$ cat config.mk
export PLATFORM = sky130hd
export DESIGN_NAME = dev_req_queue
export DESIGN_NICKNAME = d
export VERILOG_FILES = /design/src/rtl/dev_req_queue.sv
export SDC_FILE = /design/constraint.sdc
export NUM_CORES = 1
export LEC_CHECK = 0
export ABC_CLOCK_PERIOD_IN_PS = 4900
export CAP_MARGIN = 0
export CORE_ASPECT_RATIO = 1.2
export CORE_MARGIN = 8
export CORE_UTILIZATION = 40
export CTS_BUF_LIST = sky130_fd_sc_hd__clkbuf_4
export DETAILED_ROUTE_END_ITERATION = 7
export GPL_TIMING_DRIVEN = 0
export PLACE_DENSITY_LB_ADDON = 0.2
export SETUP_SLACK_MARGIN = 0.1
export SKIP_CTS_REPAIR_TIMING = 1
export SYNTH_ARGS = -nofsm -noshare
export SYNTH_HDL_FRONTEND = slang
export SYNTH_SLANG_ARGS = --single-unit
$ cat constraint.sdc
create_clock -name clk -period 4.9 [get_ports clk]
set_clock_uncertainty 0.2 [all_clocks]
set_input_delay 0.98 -clock clk [delete_from_list [all_inputs] [get_ports clk]]
set_output_delay 0.98 -clock clk [all_outputs]
set_load 0.01 [all_outputs]
$ cat src/rtl/dev_req_queue.sv
// Host request FIFO feeding a single-outstanding master port, with a held response register.
// Optional feature macro REQ_QUEUE_TIMEOUT_EN: bounded device wait that completes the request with r_err=1.
module dev_req_queue #(
  parameter int ADDR_WIDTH     = 16,
  parameter int DATA_WIDTH     = 8,
  parameter int DEPTH          = 4,
  parameter int TIMEOUT_CYCLES = 255
) (
  input  logic                   clk,
  input  logic                   rstn,
  input  logic [DATA_WIDTH-1:0]  h_wdata,
  input  logic [ADDR_WIDTH-1:0]  h_addr,
  input  logic                   h_mode,
  input  logic                   h_valid,
  output logic                   h_ready,
  output logic [DATA_WIDTH-1:0]  r_data,
  output logic                   r_mode,
  output logic                   r_err,
  output logic                   r_valid,
  input  logic                   r_ready,
  output logic [$clog2(DEPTH):0] count,
  output logic [DATA_WIDTH-1:0]  dwdata,
  output logic [ADDR_WIDTH-1:0]  daddr,
  output logic                   dmode,
  output logic                   dvalid,
  input  logic                   dready,
  input  logic [DATA_WIDTH-1:0]  drdata
);

  localparam int PW = $clog2(DEPTH);
  localparam int CW = PW + 1;
  localparam int EW = 1 + ADDR_WIDTH + DATA_WIDTH;

  typedef enum logic [1:0] {
    IDLE      = 2'd0,
    ISSUE     = 2'd1,
    WAIT_BUSY = 2'd2,
    WAIT_DONE = 2'd3
  } state_t;

  logic [EW-1:0]         mem_q [DEPTH];
  logic [PW-1:0]         wr_ptr_q, wr_ptr_d, rd_ptr_q, rd_ptr_d;
  logic [CW-1:0]         count_q, count_d;
  state_t                state_q, state_d;
  logic                  push_s, pop_s, timeout_s;
  logic [EW-1:0]         head_s;
  logic                  dvalid_q, dvalid_d, dmode_q, dmode_d;
  logic [ADDR_WIDTH-1:0] daddr_q, daddr_d;
  logic [DATA_WIDTH-1:0] dwdata_q, dwdata_d, r_data_q, r_data_d;
  logic                  r_valid_q, r_valid_d, r_mode_q, r_mode_d, r_err_q, r_err_d;

  // A full queue refuses pushes even if a pop happens the same cycle.
  assign h_ready = (count_q < CW'(DEPTH));
  assign push_s  = h_valid && h_ready;
  assign pop_s   = (state_q == IDLE) && (count_q != '0) && !r_valid_q;
  assign head_s  = mem_q[rd_ptr_q];

  // Request storage; payload needs no reset.
  always_ff @(posedge clk) begin
    if (push_s) begin
      mem_q[wr_ptr_q] <= {h_mode, h_addr, h_wdata};
    end
  end

  // FIFO pointer and occupancy next-state.
  always_comb begin
    wr_ptr_d = push_s ? wr_ptr_q + PW'(1) : wr_ptr_q;
    rd_ptr_d = pop_s  ? rd_ptr_q + PW'(1) : rd_ptr_q;
    case ({push_s, pop_s})
      2'b10:   count_d = count_q + CW'(1);
      2'b01:   count_d = count_q - CW'(1);
      default: count_d = count_q;
    endcase
  end

  // FIFO pointer and occupancy registers.
  always_ff @(posedge clk or negedge rstn) begin
    if (!rstn) begin
      wr_ptr_q <= '0;
      rd_ptr_q <= '0;
      count_q  <= '0;
    end else begin
      wr_ptr_q <= wr_ptr_d;
      rd_ptr_q <= rd_ptr_d;
      count_q  <= count_d;
    end
  end

`ifdef REQ_QUEUE_TIMEOUT_EN
  localparam int TW = $clog2(TIMEOUT_CYCLES + 1);
  logic [TW-1:0] timer_q, timer_d;
  logic          waiting_s;

  assign waiting_s = (state_q == WAIT_BUSY) || (state_q == WAIT_DONE);
  assign timeout_s = waiting_s && (timer_q == TW'(TIMEOUT_CYCLES - 1));

  // Wait-time counter; zero outside the wait states so WAIT_BUSY always starts from 0.
  always_comb begin
    if (waiting_s) begin
      timer_d = timer_q + TW'(1);
    end else begin
      timer_d = '0;
    end
  end

  // Wait-time counter register.
  always_ff @(posedge clk or negedge rstn) begin
    if (!rstn) begin
      timer_q <= '0;
    end else begin
      timer_q <= timer_d;
    end
  end
`else
  assign timeout_s = 1'b0;
`endif

  // Transaction FSM next-state and registered output values.
  always_comb begin
    state_d   = state_q;
    dvalid_d  = dvalid_q;
    dmode_d   = dmode_q;
    daddr_d   = daddr_q;
    dwdata_d  = dwdata_q;
    r_mode_d  = r_mode_q;
    r_data_d  = r_data_q;
    r_err_d   = r_err_q;
    if (r_valid_q && r_ready) begin
      r_valid_d = 1'b0;
    end else begin
      r_valid_d = r_valid_q;
    end
    case (state_q)
      IDLE: begin
        if (pop_s) begin
          state_d                      = ISSUE;
          dvalid_d                     = 1'b1;
          {dmode_d, daddr_d, dwdata_d} = head_s;
        end else begin
          state_d = IDLE;
        end
      end
      ISSUE: begin
        if (dready) begin
          state_d  = WAIT_BUSY;
          dvalid_d = 1'b0;
        end else begin
          state_d = ISSUE;
        end
      end
      WAIT_BUSY: begin
        if (timeout_s) begin
          state_d   = IDLE;
          r_valid_d = 1'b1;
          r_mode_d  = dmode_q;
          r_data_d  = '0;
          r_err_d   = 1'b1;
        end else if (!dready) begin
          state_d = WAIT_DONE;
        end else begin
          state_d = WAIT_BUSY;
        end
      end
      WAIT_DONE: begin
        if (dready || timeout_s) begin
          state_d   = IDLE;
          r_valid_d = 1'b1;
          r_mode_d  = dmode_q;
          r_data_d  = (dready && !dmode_q) ? drdata : '0;
          r_err_d   = !dready;
        end else begin
          state_d = WAIT_DONE;
        end
      end
      default: begin
        state_d  = IDLE;
        dvalid_d = 1'b0;
      end
    endcase
  end

  // FSM state and output registers.
  always_ff @(posedge clk or negedge rstn) begin
    if (!rstn) begin
      state_q   <= IDLE;
      dvalid_q  <= 1'b0;
      dmode_q   <= 1'b0;
      daddr_q   <= '0;
      dwdata_q  <= '0;
      r_valid_q <= 1'b0;
      r_mode_q  <= 1'b0;
      r_data_q  <= '0;
      r_err_q   <= 1'b0;
    end else begin
      state_q   <= state_d;
      dvalid_q  <= dvalid_d;
      dmode_q   <= dmode_d;
      daddr_q   <= daddr_d;
      dwdata_q  <= dwdata_d;
      r_valid_q <= r_valid_d;
      r_mode_q  <= r_mode_d;
      r_data_q  <= r_data_d;
      r_err_q   <= r_err_d;
    end
  end

  assign count   = count_q;
  assign dvalid  = dvalid_q;
  assign dmode   = dmode_q;
  assign daddr   = daddr_q;
  assign dwdata  = dwdata_q;
  assign r_valid = r_valid_q;
  assign r_mode  = r_mode_q;
  assign r_data  = r_data_q;
  assign r_err   = r_err_q;

endmodule
==> results.md, run 1 <==
- The delay of the slowest cell on the worst path is 550 ps.
- The later pin in the worst-skew pair is clocked with a latency of 500 ps.
- The length of the first detailed-routing pass in iterations is 4.
- The half-perimeter wire length after placement is 6789 µm.
- The flow ran to the end, and the final reports show no timing, DRC or antenna violations.
- The synthesized netlist occupies a cell area of 5608 µm².
- Measured along the y axis, the die boundary spans 145.7 µm.
- Summed over all nets, the switching power comes to roughly 1200 µW.
- The width of the chip is between 100 and 150 µm.
- 79 I/O pins were placed.
- The setup slack of the critical path after layout is 2139 ps.
- The required time at the worst-slack endpoint is 3720 ps.
- The largest individual stage delay along the critical path comes from the cell clkdlybuf4s50_1.
- Dividing the detail-routed wire length by the instance count gives 18.88 µm.
- The worst pin sits at a relative slew slack of 0.4899.
- The total area inside the core boundary comes to 13760 µm².
- The die covers 18080 µm².
- Global routing finished with a remaining overflow of 0.
- The maximum clock rate is around 0.36 GHz.
- The number of rows created at floorplan is 47.
- The cell sitting at the root of the clock tree is a clkbuf_4.
- The CTS tree is built.
- By area the synthesized netlist is led by edfxtp_1 54%, dfrtp_1 21%, mux4_2 7.2%.
- The final setup violation count is 0.
- The maximum VDD drop is 237.3 µV.
- At the placement stage, the worst setup path has a slack of 1740 ps.
- The pin count of the biggest net entering global routing is 30.
- Detailed routing inserted a total of about 2800 vias.
- The share of the yosys chip area belonging to registers is 0.7407.
- In the synthesized netlist the dominant register cell turns out to be edfxtp_1.
- The clock transition at the register clock pins on the worst setup and hold paths after CTS is 130 ps.
- The clock sink total is roughly 150.
- The longest clock path from root to sink contains 2 buffers.
- In the finished design, the share of the clock period the worst path needs comes to 0.5635.
- In the final layout, the share of cells above drive strength 1 is 0.2358.
- Of the post-synthesis cell area, the dominant cell type holds 0.5355.
- The global-route wire length before repair is 16510 µm.
- Counting flops with an async set or reset pin after synthesis yields a share of 0.3151.
- Data arrives at the worst endpoint at roughly 1600 ps.
- For this configuration, the core starts out at a cell density of 0.4075.
- For this run, design rule violations remaining after detail routing come to 0.
- The final count of pins violating max slew is 0.
- In this run the remaining antenna-violating nets after routing total 0.
- The power share of the clock group is 0.202.
- The share of total power dissipated in combinational logic is 0.364.
- The routed wire length is 10540 µm.
- The number of antenna violations at the first check in global routing came to 1.
- Across the run, the number of max-cap violations was 0.
- The global placer's final weighted congestion is around 0.7.
- The switching share of power is 0.2893.
- The total of buffers placed on input and output ports is 78.
- The most common cell in the synthesized netlist is edfxtp_1.
- The commonest cells after synthesis are 100 x edfxtp_1, 46 x dfrtp_1, 18 x mux2_4, 18 x mux4_2, 18 x nand2_1.
- The number of global-route vias before repair came to about 3000.
- The startpoint type of the worst setup path is a flop.
- The sequential cell fraction of total power is 0.434.
- The signal on the critical path passes through inv_1 > clkdlybuf4s50_1.
- The kind of end point of the critical path is an output pin.
- Along the worst path, the maximum fanout reaches 4.
- In this run the worst hold path is classified as input pin to asynchronous set/reset pin.
- The critical setup path kind is flop to output pin.
- Averaged over all synthesized cells, the footprint is 20.39 µm².
- The post-synth net total is 319.
- At the pin with the least slew margin, the transition time is 765.1 ps.
- The synthesized design contains 146 register bits.
- The starting DRC count in detailed routing is 95.
- The biggest area contributor in the post-synthesis netlist is edfxtp_1.
- The number of H-tree levels is 4.
- The layout filler cell count is 1188.
- The internal power summed over all cells is 2920 µW.
- In this run the power density over the cells is 591.4 nW/µm².
- The number of failing hold endpoints at the final stage is 0.
- Compared with the post-synthesis result, the final layout area differs by 23.87%.
- The total routing resource utilization after global routing is 0.1233.
- Using the TritonRoute via totals, the vias-per-cell ratio works out to around 4.9.
- The post-route setup TNS is 0 ps.
- The critical path buffer and inverter count is 2.
- The total CTS buffers is 17.
- The cell count after synthesis came out at 275.
- In this run, distinct cell masters in the synthesized netlist total 28.
- The leakage power is between 0.002 and 0.003 µW.
- At the end of the flow, the number of nets in the layout was 417.
- After layout, the design draws a total of 4108 µW.
- Setup repair after global routing left no endpoint under its margin.
- The total of warnings raised by yosys is 0.
- The minimum clock period after layout is between 2000 and 3000 ps.
- Yosys mapped a number of flops with a built-in enable equal to 100.
- The cell type group with the largest total delay on the critical path is buffers and inverters.
-- layout by cell type (no fill, tap or decap), types with 2 or more instances in the layout --
cell type and instances:
clkdlybuf4s50_1 77, nand2_1 18, nor2b_1 2, dfrtp_1 46, buf_12 3, buf_2 4
and2_2 4, xor2_1 3, edfxtp_1 100, inv_1 8, mux4_2 18, o21ai_0 11
clkinv_4 2, nor2_1 2, mux2_2 8, xnor2_1 4, bufinv_16 4, buf_6 2
mux4_1 7, clkbuf_1 4, ha_1 5, mux2_4 18, clkinvlp_4 2, clkinv_2 5
clkbuf_4 18
-- kinds of logic (layout without fill, tap and decap cells) --
group           Yosys count  count (layout)  share of synthesized area
xor+xnor                  7               7                    0.01093
buf+inv                  20             131                    0.02320
other cells               0               1                          0
mux                      52              52                     0.1711
compound gates           12              12                    0.01116
fa+ha+maj                 6               6                    0.01473
simple gates             32              32                    0.02811
flops                   146             146                     0.7407
-- state kept, by name, indices dropped and copies added, names as in the netlist --
register	cells
r_valid	1
wr_ptr_q	2
state_q	2
daddr	16
dmode	1
dvalid	1
dwdata	8
r_mode	1
r_data	8
rd_ptr_q	2
count	3
r_err	1
mem_q	100
-- per-layer routing --
layer  track usage  part of all wire
met5             0                 0
met4       0.04651             0.013
met3       0.03921             0.057
met2        0.2117              0.52
met1        0.1377              0.41
-- stage by stage --
step | utilization | hold WS (ps) | std cells | cell area [µm²]
2_1_floorplan | - | 316.2 | 275 | 5608
3_3_place_gp | 0.4798 | 264.6 | 524 | 6603
3_5_place_dp | 0.4813 | 279.3 | 525 | 6623
4_1_cts | 0.5046 | 183.8 | 557 | 6944
5_1_grt | 0.5048 | 203.1 | 558 | 6947
6_report | 0.5048 | 227.7 | 558 | 6947
-- final timing paths --
check,slack (ps),end,start,cells past startpoint
worst max-delay path,2140,h_ready,count[2],2
worst min-delay path,230,dwdata[3],rstn,1
worst max register to register,2340,count[2],state_q[1],9
worst min register to register,300,r_data[7],r_data[7],2
max in group asynchronous,3730,daddr[9],rstn,2
min in group clk,300,r_data[7],r_data[7],2
-- power by group through the flow --
stage	logic (µW)	clock network [µW]	registers (µW)
after detailed placement	1530	0	1820
after global placement	1510	0	1810
after global routing	1630	907	1820
after floorplan	876	0	1860
final	1490	829	1780
after CTS	1540	857	1790
-- area by class of cell --
| cell class | count | area (µm²) | area share |
|---|---|---|---|
| timing repair buffer | 79 | 795.8 | 0.1146 |
| antenna | 1 | 2.502 | 0.0003602 |
| buffer | 12 | 100.1 | 0.01441 |
| clock buffer | 18 | 135.1 | 0.01945 |
| sequential | 146 | 4154 | 0.5980 |
| inverter | 8 | 30.03 | 0.004323 |
| multi-input combinational | 109 | 1329 | 0.1913 |
| tap | 171 | 214.0 | 0.03080 |
| clock inverter | 14 | 186.4 | 0.02684 |
(Power assumes the default switching activity.)
==> run 2: changes to the inputs <==
--- a/config.mk
+++ b/config.mk
@@ -5,7 +5,7 @@
 export SDC_FILE = /design/constraint.sdc
 export NUM_CORES = 1
 export LEC_CHECK = 0
-export ABC_CLOCK_PERIOD_IN_PS = 4900
+export ABC_CLOCK_PERIOD_IN_PS = 2200
 export CAP_MARGIN = 0
 export CORE_ASPECT_RATIO = 1.2
 export CORE_MARGIN = 8
==> constraint.sdc (replaced) <==
create_clock -name clk -period 2.2 [get_ports clk]
set_clock_uncertainty 0.2 [all_clocks]
set_input_delay 0.44 -clock clk [delete_from_list [all_inputs] [get_ports clk]]
set_output_delay 0.44 -clock clk [all_outputs]
set_load 0.01 [all_outputs]
==> run 2 against run 1 <==
Net effect: sequential share of layout area decreased by 1.2 points; non-clock buffer count grew 11; largest power group unchanged; count of clock-buffer cells in the layout is 4 higher; cell area grew 2.3%; critical path type unchanged; clock power up 76%; final cell count rose by 1.8%; via count rose by 2.0%.
==> results.md, run 2 (synthesis gave the netlist of run 1 again) <==
- The width of the chip came to 124.1 µm (unchanged).
- The number of vias in the routed layout is 2810 (was 2756).
- The startpoint type of the worst setup path is a flop (unchanged).
- The routed wire length is 10820 µm (was 10540 µm).
- The pre-CTS worst setup slack is -477.4 ps (was 1740 ps).
- The kind of end point of the critical path is an output pin (unchanged).
- The critical setup path kind is flop to output pin (unchanged).
- The number of placed I/O pins is 79 (unchanged).
- The required time at the worst-slack endpoint was 1560 ps (was 3720 ps).
- The initial cell density of the core is 0.4075 (unchanged).
- The half-perimeter wire length after placement is 6690 µm (was 6789 µm).
- The delay of the slowest cell on the worst path is 570 ps (was 550 ps).
- The area occupied by registers was 4159 µm² (was 4154 µm²).
- The number of H-tree levels came to 4 (unchanged).
- The CTS tree is built (unchanged).
- The total of buffers placed on input and output ports is 78 (unchanged).
- The total core area came to 13760 µm² (unchanged).
- The layout filler cell count is 1165 (was 1188).
- The length of the first detailed-routing pass in iterations is 4 (unchanged).
- The largest fanout of any net on the critical path is 4 (unchanged).
- The setup slack of the critical path after layout came to 6.659 ps (was 2139 ps).
- The power share of the clock group came to 0.163 (was 0.202).
- The clock transition at the register clock pins on the worst setup and hold paths after CTS was 110 ps (was 130 ps).
- Critical path cell sequence: clkdlybuf4s50_1 (was inv_1 > clkdlybuf4s50_1).
- The global placer's final weighted congestion came to 0.7132 (was 0.7016).
- The maximum clock rate is around 0.46 GHz.
- The maximum clock path buffer count is 2 (unchanged).
- The final cell area excluding filler cells was 7103 µm² (was 6947 µm²).
- The number of nets at the end of the flow was 428 (was 417).
- Setup repair after global routing missed its margin: yes (was no).
- The via-per-instance ratio was 4.947 (was 4.939).
- The max-cap check violation count is 0 (unchanged).
- The total CTS buffers is 17 (unchanged).
- The total routing resource utilization after global routing is 0.1276 (was 0.1233).
- The slew at the pin closest to its max-slew limit was 722.0 ps (was 765.1 ps).
- Leading cell types in the layout, fill and taps excluded: 100 x edfxtp_1, 42 x dfrtp_1, 40 x dlymetal6s2s_1 (was 100 x edfxtp_1, 77 x clkdlybuf4s50_1, 46 x dfrtp_1).
- The DRC violations left came to 0 (unchanged).
- The number of nets with antenna violations after detailed routing is 0 (unchanged).
- The cell with the largest stage delay on the worst path is clkdlybuf4s50_1 (unchanged).
- The number of global-route vias before repair is 3093 (was 3034).
- The clock sink total was 146 (unchanged).
- The combinational power share is 0.389 (was 0.364).
- The pin count of the biggest net entering global routing is 36 (was 30).
- The worst endpoint data arrival time is 1550 ps (was 1580 ps).
- The leftover overflow at the end of global routing was 0 (unchanged).
- The placed instance area was 6646 µm² (was 6623 µm²).
- The worst min-delay path class is input pin to asynchronous set/reset pin (unchanged).
- The cell type group with the largest total delay on the critical path is buffers and inverters (unchanged).
- The chip height is 145.7 µm (unchanged).
- The register containing the most flip-flops in the final layout is mem_q (unchanged).
- The relative max-transition margin is 0.5187 (was 0.4899).
- The final setup violation count is 0 (unchanged).
- The minimum clock period after layout is 2193 ps.
- The clock latency on the worst-skew pair was 540 ps (was 500 ps).
- The leakage power is 0.003017 µW (was 0.002535 µW).
- The switching share of power came to 0.2967 (was 0.2893).
- The final count of pins violating max slew was 0 (unchanged).
- The maximum VDD drop was 633.1 µV (was 237.3 µV).
- Outcome: finished clean (unchanged).
- The starting DRC count in detailed routing is 101 (was 95).
- The internal power summed over all cells was 6300 µW (was 2920 µW).
- The full die area is 18080 µm² (unchanged).
- The net load switching power came to 2658 µW (was 1189 µW).
- The area of combinational cells with multiple inputs came to 1368 µm² (was 1329 µm²).
- The power density over the cells is 1261 nW/µm² (was 591.4 nW/µm²).
- The number of antenna violations at the first check in global routing is 1 (unchanged).
- The number of flip-flops in the largest register came to 100 (unchanged).
- The number of diodes added for antenna fixing was 0 (was 1).
- The share of post-route cells with drive strength above 1 was 0.2670 (was 0.2358).
- The average routed wire per standard cell is 19.05 µm (was 18.88 µm).
- The CTS root buffer is clkbuf_4 (unchanged).
- The critical path buffer and inverter count is 1 (was 2).
- The number of rows created at floorplan is 47 (unchanged).
- The sequential cell fraction of total power was 0.448 (was 0.434).
- The global-route wire length before repair is 16820 µm (was 16510 µm).
- The commonest non-fill, non-tap cell in the layout is edfxtp_1 (unchanged).
- The area growth from synthesis to layout was 26.66% (was 23.87%).
- The final clock period utilization by the worst path is 0.9970.
- The number of failing hold endpoints at the final stage is 0 (unchanged).
==> run 2: changes by cell type in the layout (fill, tap and decap cells not counted), sizes merged <==
cell           change
diode              -1
dlygate4sd3        +1
inv                -1
clkinvlp           -2
dlymetal6s2s      +40
bufinv             -3
buf               +11
clkdlybuf4s50     -40
clkbuf             +3
clkinv             +2
==> run 2: final timing paths <==
kind | end | cells past startpoint | slack, ps | from
max | count[2] | 1 | 7 | count[2]
min | r_data[1] | 2 | 130 | rstn
max reg2reg | count[2] | 9 | 7 | state_q[1]
min reg2reg | r_data[0] | 2 | 280 | r_data[0]
max in group asynchronous | state_q[0] | 3 | 1150 | rstn
min in group clk | r_valid | 2 | 250 | r_ready
==> run 2: area by class of cell <==
class                      count  area share
buffer                        11     0.01550
inverter                       8    0.004228
clock inverter                10    0.009688
clock buffer                  22     0.02325
multi-input combinational    109      0.1925
tap                          171     0.03012
timing repair buffer          91      0.1392
sequential                   146      0.5855
==> run 2: per-stage QoR <==
step | hold slack (ps) | instances | TNS, ps | power (µW) | util
6_report | 125.5 | 568 | 0 | 8958 | 0.5162
5_1_grt | 99.92 | 568 | -210.3 | 9513 | 0.5162
4_1_cts | -447.2 | 557 | -886.5 | 9014 | 0.5000
3_5_place_dp | 167.6 | 525 | -46280 | 7526 | 0.4830
3_3_place_gp | 266.0 | 524 | -143200 | 7436 | 0.4815
2_1_floorplan | -55.59 | 275 | 0 | 6133 | -
==> run 2: metal layers <==
metal	vias to the layer above	GRT usage	wire (µm)
met5	-	0	10
met4	2	0.05725	213
met3	21	0.04658	714
met2	79	0.2010	5407
met1	1430	0.1517	4473
li1	1278	-	-
==> run 2: power groups by stage <==
stage / Combinational (µW) / Clock (µW) / Sequential (µW)
after floorplan: 1990 / 0 / 4140
after global placement: 3410 / 0 / 4030
after detailed placement: 3480 / 0 / 4050
after CTS: 3500 / 1520 / 3990
after global routing: 3780 / 1640 / 4090
final: 3480 / 1460 / 4010
==> run 3: changes to the inputs <==
--- a/config.mk
+++ b/config.mk
@@ -19,3 +19,4 @@
 export SYNTH_ARGS = -nofsm -noshare
 export SYNTH_HDL_FRONTEND = slang
 export SYNTH_SLANG_ARGS = --single-unit
+export TNS_END_PERCENT = 5
==> run 3 against run 2 <==
Net effect: final cell count rose by 0.18%; via count decreased by 0.25%; routed wire length fell by 1.7%; global-route usage shrank 0.54 points; combinational power about the same; worst hold slack better by 7.5 ps; first-iteration DRC count is 27% higher; clock power up 5%; critical path type unchanged; largest cell class unchanged.
==> results.md, run 3 (synthesis gave the netlist of run 1 again) <==
- The critical setup path kind is flop to output pin (unchanged).
- The critical path buffer and inverter count is 1 (unchanged).
- The largest fanout of any net on the critical path is 4 (unchanged).
- The leftover overflow at the end of global routing was 0 (unchanged).
- The number of vias in the routed layout is 2803 (was 2810).
- The CTS root buffer was clkbuf_4 (unchanged).
- The slack of the worst reg-to-reg path is 30 ps (was 7 ps).
- The length of the first detailed-routing pass in iterations is 4 (unchanged).
- The maximum VDD drop came to 552.3 µV (was 633.1 µV).
- The number of failing hold endpoints at the final stage is 0 (unchanged).
- The final clock period utilization by the worst path is 0.9933 (was 0.9970).
- The DRC violations left is 0 (unchanged).
- The global-route wire length before repair is 16370 µm (was 16820 µm).
- The reg-to-reg startpoint is state_q[1] (unchanged).
- The leakage power is 0.003009 µW (was 0.003017 µW).
- The worst endpoint data arrival time is 1550 ps (about the same).
- The clock latency on the worst-skew pair is 510 ps (was 540 ps).
- The number of flip-flops in the largest register is 100 (unchanged).
- The delay of the slowest cell on the worst path came to 580 ps (was 570 ps).
- The area occupied by registers was 4159 µm² (unchanged).
- The maximum clock rate is 0.4576 GHz (was 0.4559 GHz).
- The pin count of the biggest net entering global routing is 37 (was 36).
- The total core area is 13760 µm² (unchanged).
- The initial cell density of the core is 0.4075 (unchanged).
- The routed wire length is 10640 µm (was 10820 µm).
- The cell with the largest stage delay on the worst path is clkdlybuf4s50_1 (unchanged).
- The power density over the cells is 1259 nW/µm² (was 1261 nW/µm²).
- The max-cap check violation count is 0 (unchanged).
- Leading cell types in the layout, fill and taps excluded: 100 x edfxtp_1, 42 x dfrtp_1, 39 x dlymetal6s2s_1 (was 100 x edfxtp_1, 42 x dfrtp_1, 40 x dlymetal6s2s_1).
- The setup slack of the critical path after layout is 14.69 ps (was 6.659 ps).
- The clock sink total is 146 (unchanged).
- The relative max-transition margin is 0.5072 (was 0.5187).
- The worst min-delay path class is input pin to asynchronous set/reset pin (unchanged).
- The layout filler cell count is 1165 (unchanged).
- Setup repair after global routing missed its margin: yes (unchanged).
- The via-per-instance ratio is 4.926 (was 4.947).
- The starting DRC count in detailed routing is 128 (was 101).
- The full die area is 18080 µm² (unchanged).
- The width of the chip is 124.1 µm (unchanged).
- The number of nets with antenna violations after detailed routing came to 0 (unchanged).
- Outcome: finished clean (unchanged).
- The capturing point of the worst reg2reg path is count[2] (unchanged).
- The share of post-route cells with drive strength above 1 is 0.2620 (was 0.2670).
- The number of H-tree levels is 4 (unchanged).
- The maximum clock path buffer count came to 2 (unchanged).
- The total power after layout is 9011 µW (was 8958 µW).
- The total CTS buffers was 17 (unchanged).
- The startpoint type of the worst setup path is a flop (unchanged).
- The number of rows created at floorplan is 47 (unchanged).
- The slew at the pin closest to its max-slew limit is 739.1 ps (was 722.0 ps).
- The half-perimeter wire length after placement is 6865 µm (was 6690 µm).
- The number of nets at the end of the flow is 428 (unchanged).
- The global placer's final weighted congestion was 0.6837 (was 0.7132).
- The cell type group with the largest total delay on the critical path is buffers and inverters (unchanged).
- The chip height came to 145.7 µm (unchanged).
- The final count of pins violating max slew is 0 (unchanged).
- The minimum clock period after layout is 2185 ps (was 2193 ps).
- The pre-CTS worst setup slack came to -603.6 ps (was -477.4 ps).
- The number of placed I/O pins is 79 (unchanged).
- The post-route setup TNS is 0 ps (unchanged).
- The area of combinational cells with multiple inputs came to 1364 µm² (was 1368 µm²).
- The final setup violation count was 0 (unchanged).
- The required time at the worst-slack endpoint came to 1560 ps (about the same).
- The depth of the most critical reg-to-reg path is 9 (unchanged).
- The CTS tree was built (unchanged).
- The clock transition at the register clock pins on the worst setup and hold paths after CTS is 120 ps (was 110 ps).
- The average routed wire per standard cell was 18.70 µm (was 19.05 µm).
- Critical path cell sequence: clkdlybuf4s50_1 (unchanged).
- The number of antenna violations at the first check in global routing is 2 (was 1).
- The register containing the most flip-flops in the final layout is mem_q (unchanged).
- The number of global-route vias before repair was 2983 (was 3093).
- The kind of end point of the critical path is an output pin (unchanged).
- The commonest non-fill, non-tap cell in the layout is edfxtp_1 (unchanged).
- The total routing resource utilization after global routing is 0.1222 (was 0.1276).
- The area growth from synthesis to layout is 27.58% (was 26.66%).
- The total of buffers placed on input and output ports is 78 (unchanged).
run 3: changes by cell type in the layout (fill, tap and decap cells not counted), sizes merged:
| cell | change |
|---|---|
| diode | +1 |
| clkinvlp | +3 |
| clkdlybuf4s50 | +1 |
| clkinv | +1 |
| dlymetal6s2s | -1 |
| buf | -1 |
| clkbuf | -4 |
| bufinv | +1 |
run 3: cell type report:
class                      instances  share of cell area
clock inverter                    15             0.01731
tap                              171             0.02991
clock buffer                      17             0.01784
sequential                       146              0.5813
timing repair buffer              90              0.1424
inverter                           8            0.004197
multi-input combinational        109              0.1906
antenna                            1           0.0003498
buffer                            12             0.01609
run 3: power by group:
group	leakage, µW	total, µW	internal, µW	switching (µW)
sequential	0.00146	3980	3650	329
clock	0.000130	1530	640	885
combinational	0.00142	3500	2050	1450
total	0.00301	9010	6340	2670
run 3: per-layer routing:
metal	GRT usage	routed length, µm	part of all wire
met5	0	10	0.00094
met4	0.04114	138	0.013
met3	0.04658	754	0.071
met2	0.1922	5124	0.48
met1	0.1502	4610	0.43
run 3: per-stage QoR:
stage                     utilization  cell area [µm²]  hold WS (ps)  std cells
after global routing           0.5199             7154         94.27        569
after global placement         0.4812             6621         265.4        524
after detailed placement       0.4865             6694         147.5        527
after CTS                      0.5047             6945        -446.1        559
after floorplan                     -             5627        -55.59        275
final                          0.5199             7154         133.0        569
run 3: how the worst max path moves through the flow:
stage / depth (start not counted) / endpoint / from / slack, ps
after floorplan: 9 / count[2] / state_q[0] / 5
after global placement: 1 / dwdata[7] / rstn / -1030
after detailed placement: 5 / mem_q[2][9] / h_valid / -600
after CTS: 9 / count[2] / state_q[0] / -260
after global routing: 9 / count[2] / state_q[1] / -100
final: 1 / count[0] / count[0] / 10
